`config.mk`:
```
export PLATFORM = sky130hd
export DESIGN_NAME = fifo_bus_initiator
export DESIGN_NICKNAME = d
export VERILOG_FILES = /design/src/rtl/fifo_bus_initiator.sv
export SDC_FILE = /design/constraint.sdc
export NUM_CORES = 1
export LEC_CHECK = 0
export CORE_ASPECT_RATIO = 1.1
export CORE_MARGIN = 4
export CORE_UTILIZATION = 48
export CTS_BUF_LIST = sky130_fd_sc_hd__clkbuf_16
export DETAILED_ROUTE_END_ITERATION = 12
export PLACE_DENSITY = 0.8
export SLEW_MARGIN = 30
export SYNTH_ARGS = -nofsm -noshare
export SYNTH_HDL_FRONTEND = slang
export SYNTH_SLANG_ARGS = --single-unit
```
`constraint.sdc`:
```
create_clock -name clk -period 2.2 [get_ports clk]
set_clock_uncertainty 0.2 [all_clocks]
set_input_delay 0.55 -clock clk [delete_from_list [all_inputs] [get_ports clk]]
set_output_delay 0.55 -clock clk [all_outputs]
set_load 0.005 [all_outputs]
```
`src/rtl/fifo_bus_initiator.sv`:
```
// fifo_bus_initiator: turns PUSH/POP/STAT/CLEAR commands into register-bus cycles,
// polling STAT_REG before FIFO accesses so the FIFO never over- or underflows.
module fifo_bus_initiator #(
    parameter int POLL_LIMIT = 4
) (
    input  logic       clk,
    input  logic       rst_n,
    input  logic       cmd_valid,
    output logic       cmd_ready,
    input  logic [1:0] cmd_op,
    input  logic [7:0] cmd_data,
    output logic       rsp_valid,
    input  logic       rsp_ready,
    output logic [7:0] rsp_data,
    output logic       rsp_err,
    output logic       enable,
    output logic [1:0] addr,
    output logic       write,
    output logic       read,
    output logic [7:0] wdata,
    input  logic [7:0] rdata
);
    localparam logic [1:0] OP_PUSH  = 2'd0;
    localparam logic [1:0] OP_POP   = 2'd1;
    localparam logic [1:0] OP_CLEAR = 2'd3;
    localparam logic [1:0] A_FIFO   = 2'd0;
    localparam logic [1:0] A_STAT   = 2'd1;
    localparam logic [7:0] LAST_POLL = 8'(POLL_LIMIT - 1);

    typedef enum logic [2:0] {IDLE, CHK, BACKOFF, ACCESS, CAPTURE, RESP} state_t;

    state_t     state, state_nxt;
    logic [1:0] op;
    logic [7:0] data;
    logic [7:0] polls, polls_nxt;
    logic [7:0] rsp_data_nxt;
    logic       rsp_err_nxt;
    logic       blocked;
    logic       acc_write;
    logic [1:0] acc_addr;

    // STAT and CLEAR target STAT_REG, PUSH and POP target the FIFO
    assign acc_addr  = op[1] ? A_STAT : A_FIFO;
    assign acc_write = (op == OP_PUSH) || (op == OP_CLEAR);
    assign blocked   = (op == OP_PUSH && rdata[0]) || (op == OP_POP && rdata[1]);

    always_ff @(posedge clk or negedge rst_n) begin
        if (!rst_n) begin
            state    <= IDLE;
            op       <= 2'd0;
            data     <= 8'h00;
            polls    <= 8'h00;
            rsp_data <= 8'h00;
            rsp_err  <= 1'b0;
        end else begin
            state    <= state_nxt;
            polls    <= polls_nxt;
            rsp_data <= rsp_data_nxt;
            rsp_err  <= rsp_err_nxt;
            if (state == IDLE && cmd_valid) begin
                op   <= cmd_op;
                data <= cmd_data;
            end
        end
    end

    always_comb begin
        state_nxt    = state;
        polls_nxt    = polls;
        rsp_data_nxt = rsp_data;
        rsp_err_nxt  = rsp_err;
        case (state)
            IDLE: if (cmd_valid) begin
                state_nxt = cmd_op[1] ? ACCESS : CHK;
                polls_nxt = 8'h00;
            end
            CHK: if (!blocked) begin
                state_nxt = ACCESS;
            end else if (polls == LAST_POLL) begin
                state_nxt    = RESP;
                rsp_data_nxt = rdata;
                rsp_err_nxt  = 1'b1;
            end else begin
                state_nxt = BACKOFF;
                polls_nxt = polls + 8'd1;
            end
            BACKOFF: state_nxt = CHK;
            ACCESS:  state_nxt = CAPTURE;
            CAPTURE: begin
                state_nxt    = RESP;
                rsp_err_nxt  = 1'b0;
                rsp_data_nxt = (op == OP_PUSH) ? data : (op == OP_CLEAR) ? 8'h00 : rdata;
            end
            RESP: if (rsp_ready) state_nxt = IDLE;
            default: state_nxt = IDLE;
        endcase
    end

    // cmd_ready stays low while reset is asserted
    assign cmd_ready = rst_n && state == IDLE;
    assign rsp_valid = state == RESP;
    assign enable    = state == CHK || state == ACCESS;
    assign read      = state == CHK || (state == ACCESS && !acc_write);
    assign write     = state == ACCESS && acc_write;
    assign addr      = (state == CHK) ? A_STAT :
                       (state == ACCESS || state == CAPTURE) ? acc_addr : A_FIFO;
    assign wdata     = (state == ACCESS && op == OP_PUSH)  ? data  :
                       (state == ACCESS && op == OP_CLEAR) ? 8'h10 : 8'h00;
endmodule

```
==> metrics.txt <==
# TYPE chip_impl_metric gauge
chip_impl_metric{name="global_route_wire_length_before_repair",unit="mm"} 8.314
chip_impl_metric{name="final_critical_path_setup_slack",unit="ns"} -0.1042
chip_impl_metric{name="dr.pass1.iters",unit=""} 5
chip_impl_metric{name="synthesis.area",unit="µm²"} 1695
chip_impl_info{name="run_status",value="finished with violations"} 1
chip_impl_metric{name="fin_worst_hold_slack",unit="ns"} 0.2786
chip_impl_metric{name="cts.sink_count",unit=""} 30
chip_impl_metric{name="clock_tree.htree_level_count",unit=""} 2
chip_impl_info{name="violations",value="negative setup slack"} 1
chip_impl_metric{name="relSlewSlack",unit=""} 0.5077
chip_impl_metric{name="clockBufferDepth",unit=""} 2
chip_impl_info{name="crit_family",value="flip-flops"} 1
chip_impl_metric{name="worstPathRequired",unit="ns"} 1.45
chip_impl_metric{name="globalRouteTotalUtil",unit=""} 0.2361
chip_impl_metric{name="final_min_period_over_clock_period",unit=""} 1.047
chip_impl_metric{name="average_cell_area_after_synthesis",unit="µm²"} 9.688
chip_impl_info{name="crit_path_end_kind",value="primary output"} 1
chip_impl_metric{name="timing.final.crit_period",unit="ns"} 2.304
chip_impl_metric{name="wl_per_cell",unit="µm"} 18.75
chip_impl_metric{name="floorplan.die.height",unit="µm"} 70.33
chip_impl_metric{name="crit_buf_inv",unit=""} 3
chip_impl_metric{name="gp_congestion",unit=""} 0.8549
chip_impl_metric{name="globalRouteOverflowTotal",unit=""} 0
chip_impl_info{name="grt_setup_unrepaired",value="true"} 1
chip_impl_metric{name="syn-num-nets",unit=""} 201
chip_impl_metric{name="ant_nets",unit=""} 0
chip_impl_metric{name="tritoncts.num_buffers",unit=""} 5
chip_impl_metric{name="start_util",unit=""} 0.5048
chip_impl_metric{name="worst_case_vdd_ir_drop",unit="mV"} 0.7834
chip_impl_metric{name="report.final.hold_viol_count",unit=""} 0
chip_impl_metric{name="timing.critical_path.arrival",unit="ns"} 1.55
chip_impl_info{name="worstHoldPathType",value="in2async"} 1
chip_impl_metric{name="cell_count_after_synthesis",unit=""} 175
chip_impl_metric{name="first_iter_violations",unit=""} 130
chip_impl_info{name="crit_path_cell_trace",value="inv_2, ha_4, buf_6, mux2i_1, nor3_1, buf_2"} 1
chip_impl_metric{name="numPlacedInstances",unit=""} 280
chip_impl_info{name="clockRootBuffer",value="sky130_fd_sc_hd__clkbuf_16"} 1
chip_impl_metric{name="netlist.area_leader.share",unit=""} 0.4428
chip_impl_metric{name="fmax",unit="GHz"} 0.4340
chip_impl_metric{name="port_buf_inserts",unit=""} 44
chip_impl_metric{name="synth_cell_types",unit=""} 43
chip_impl_metric{name="ys_ff_latch",unit=""} 30
chip_impl_metric{name="num-nets-final",unit=""} 280
chip_impl_metric{name="cts-hold-fix-buffers",unit=""} 0
chip_impl_metric{name="tightest_slew",unit="ns"} 0.7352
chip_impl_metric{name="synthesis.yosys.warnings",unit=""} 0
chip_impl_metric{name="fp-row-count",unit=""} 22
chip_impl_metric{name="grt_pass1_vias",unit=""} 1742
chip_impl_metric{name="grt_max_degree",unit=""} 31
chip_impl_metric{name="clk_transition_reported_paths",unit="ns"} 0.05
chip_impl_metric{name="num_io_pins",unit=""} 46
chip_impl_metric{name="antenna_cell_count",unit=""} 0
chip_impl_metric{name="synth-seq-area-share",unit=""} 0.4428
chip_impl_metric{name="fp.coreArea",unit="µm²"} 3358
chip_impl_metric{name="final_cell_count_no_fill",unit=""} 303
chip_impl_metric{name="dr_total_vias",unit=""} 1737
chip_impl_metric{name="cellPowerDensity",unit="nW/µm²"} 1351
chip_impl_metric{name="fin_setup_tns",unit="ns"} -0.3499
chip_impl_metric{name="die_x",unit="µm"} 64.67
chip_impl_metric{name="max_cap_violations",unit=""} 0
chip_impl_info{name="yosysTopAreaCell",value="sky130_fd_sc_hd__dfrtp_1"} 1
chip_impl_metric{name="n_fill_cell",unit=""} 192
chip_impl_info{name="post_synth_main_area_contributors",value="sky130_fd_sc_hd__dfrtp_1 (44%), sky130_fd_sc_hd__nand2_1 (8.2%), sky130_fd_sc_hd__mux2_2 (6.0%), sky130_fd_sc_hd__mux2i_1 (4.1%), sky130_fd_sc_hd__a22o_1 (3.6%)"} 1
chip_impl_metric{name="vias_per_cell",unit=""} 5.733
chip_impl_info{name="worst_path_max_delay_cell",value="sky130_fd_sc_hd__dfrtp_1"} 1
chip_impl_metric{name="path_max_fanout",unit=""} 5
chip_impl_metric{name="drt_wl_total",unit="mm"} 5.682
chip_impl_metric{name="clock_latency",unit="ns"} 0.28
chip_impl_metric{name="timing.critical_path.slowest_cell_delay",unit="ns"} 0.37
chip_impl_metric{name="detailed_place_hpwl",unit="mm"} 3.359
chip_impl_metric{name="layout-drive-gt1-share",unit=""} 0.3686
chip_impl_metric{name="area.growth.synth_to_final",unit="%"} 58.75
chip_impl_metric{name="die_area",unit="µm²"} 4548
chip_impl_metric{name="slew_violations",unit=""} 0
chip_impl_metric{name="setup_viol_count_final",unit=""} 9
chip_impl_metric{name="antenna_found_initial",unit=""} 0
chip_impl_info{name="timing.setup.critical_path_class",value="reg2out"} 1
chip_impl_info{name="critical_path.startpoint_type",value="flip-flop"} 1
chip_impl_info{name="tritoncts",value="built"} 1
chip_impl_metric{name="remaining_drcs",unit=""} 0
chip_impl_metric{name="cellLeakagePower",unit="nW"} 1.290
## per-stage QoR
| step | util | setup WS [ns] | total power, mW | area (µm²) |
|---|---|---|---|---|
| 2_1_floorplan | - | 0.2546 | 1.680 | 1695 |
| 3_3_place_gp | 0.6803 | -0.2448 | 2.334 | 2285 |
| 3_5_place_dp | 0.6803 | -0.2343 | 2.410 | 2285 |
| 4_1_cts | 0.7619 | -0.09561 | 3.393 | 2559 |
| 5_1_grt | 0.8014 | -0.1476 | 3.838 | 2691 |
| 6_report | 0.8014 | -0.1042 | 3.635 | 2691 |
## cells in the mapped netlist, drive strengths merged
cell	count
nand2	38
dfrtp	30
a21oi	10
and2	9
mux2	9
a22o	8
inv	7
mux2i	7
buf	6
nor3	6
o21ai	6
ha	4
nand3	4
nand4	4
nor2	4
and3	3
a22oi	2
clkbuf	2
nand2b	2
nor3b	2
a21o	1
a31o	1
a41oi	1
and2b	1
clkinv	1
conb	1
nor4	1
o211ai	1
o21a	1
o22ai	1
o31ai	1
or4	1
## kinds of logic after synthesis
group,synth area share
buffers and inverters,0.05829
AOI/OAI and AO/OA,0.1299
DFF,0.4428
and+or+nand+nor,0.2362
other,0.002212
muxes,0.1011
adders and majority gates,0.02952
## cells in the final DEF, fill, tap and decap left out, types with 2 or more instances in the layout
cell type / instances
sky130_fd_sc_hd__nand2_1: 37
sky130_fd_sc_hd__dfrtp_1: 29
sky130_fd_sc_hd__clkdlybuf4s50_1: 29
sky130_fd_sc_hd__buf_4: 27
sky130_fd_sc_hd__buf_6: 14
sky130_fd_sc_hd__a21oi_1: 8
sky130_fd_sc_hd__mux2i_1: 7
sky130_fd_sc_hd__a22o_1: 7
sky130_fd_sc_hd__and2_4: 6
sky130_fd_sc_hd__o21ai_0: 6
sky130_fd_sc_hd__nor3_1: 5
sky130_fd_sc_hd__mux2_2: 5
sky130_fd_sc_hd__clkbuf_16: 5
sky130_fd_sc_hd__inv_1: 4
sky130_fd_sc_hd__mux2_4: 4
sky130_fd_sc_hd__nand4_1: 4
sky130_fd_sc_hd__nand3_1: 4
sky130_fd_sc_hd__dlygate4sd2_1: 4
sky130_fd_sc_hd__inv_2: 3
sky130_fd_sc_hd__and2_1: 3
sky130_fd_sc_hd__nor2_1: 3
sky130_fd_sc_hd__a21oi_2: 2
sky130_fd_sc_hd__ha_4: 2
sky130_fd_sc_hd__clkinv_2: 2
sky130_fd_sc_hd__buf_2: 2
sky130_fd_sc_hd__clkbuf_2: 2
## area by class of cell
cell class,count,area [µm²],share of cell area
multi-input combinational,129,943.4,0.3505
sequential,30,752.0,0.2794
tap,48,60.06,0.02232
inverter,8,35.03,0.01302
clock inverter,3,40.04,0.01488
clock buffer,5,125.1,0.04649
timing repair buffer,80,735.7,0.2734
## metal layers
layer | vias up | GRT usage | wire (µm)
li1 | 768 | - | -
met1 | 870 | 0.2610 | 2178
met2 | 78 | 0.4197 | 2933
met3 | 21 | 0.05305 | 337
met4 | 0 | 0.1150 | 233
met5 | - | 0 | 0
## worst paths after layout
| path | start | endpoint | slack, ns | cells past startpoint |
|---|---|---|---|---|
| worst max-delay path | op[0]$_DFFE_PN0P_ | wdata[4] | -0.10 | 6 |
| worst min-delay path | rst_n | op[0]$_DFFE_PN0P_ | 0.28 | 2 |
| worst max register to register | state[0]$_DFFE_PN0P_ | rsp_data[7]$_DFFE_PN0P_ | 0 | 7 |
| worst min register to register | rsp_data[1]$_DFFE_PN0P_ | rsp_data[1]$_DFFE_PN0P_ | 0.32 | 1 |
| max in group asynchronous | rst_n | state[1]$_DFFE_PN0P_ | 1.22 | 2 |
| min in group clk | rsp_data[1]$_DFFE_PN0P_ | rsp_data[1]$_DFFE_PN0P_ | 0.32 | 1 |
## timing repair
item | CTS | global route
resized for setup | 57 | 31
pin swaps | 6 | 8
setup endpoints to repair | 14 | 23
buffers inserted | 12 | 4
## flip-flops by register name, indices dropped and copies added, names as in the netlist
register  count
op            2
polls         8
rsp_data      8
rsp_err       1
data          8
state         3
## power breakdown
| part | total, mW | switching, mW | internal [mW] |
|---|---|---|---|
| Clock | 0.776 | 0.248 | 0.529 |
| Sequential | 0.933 | 0.168 | 0.765 |
| Combinational | 1.93 | 0.872 | 1.05 |
| Total | 3.64 | 1.29 | 2.35 |
Power figures use the tool's default switching activity.
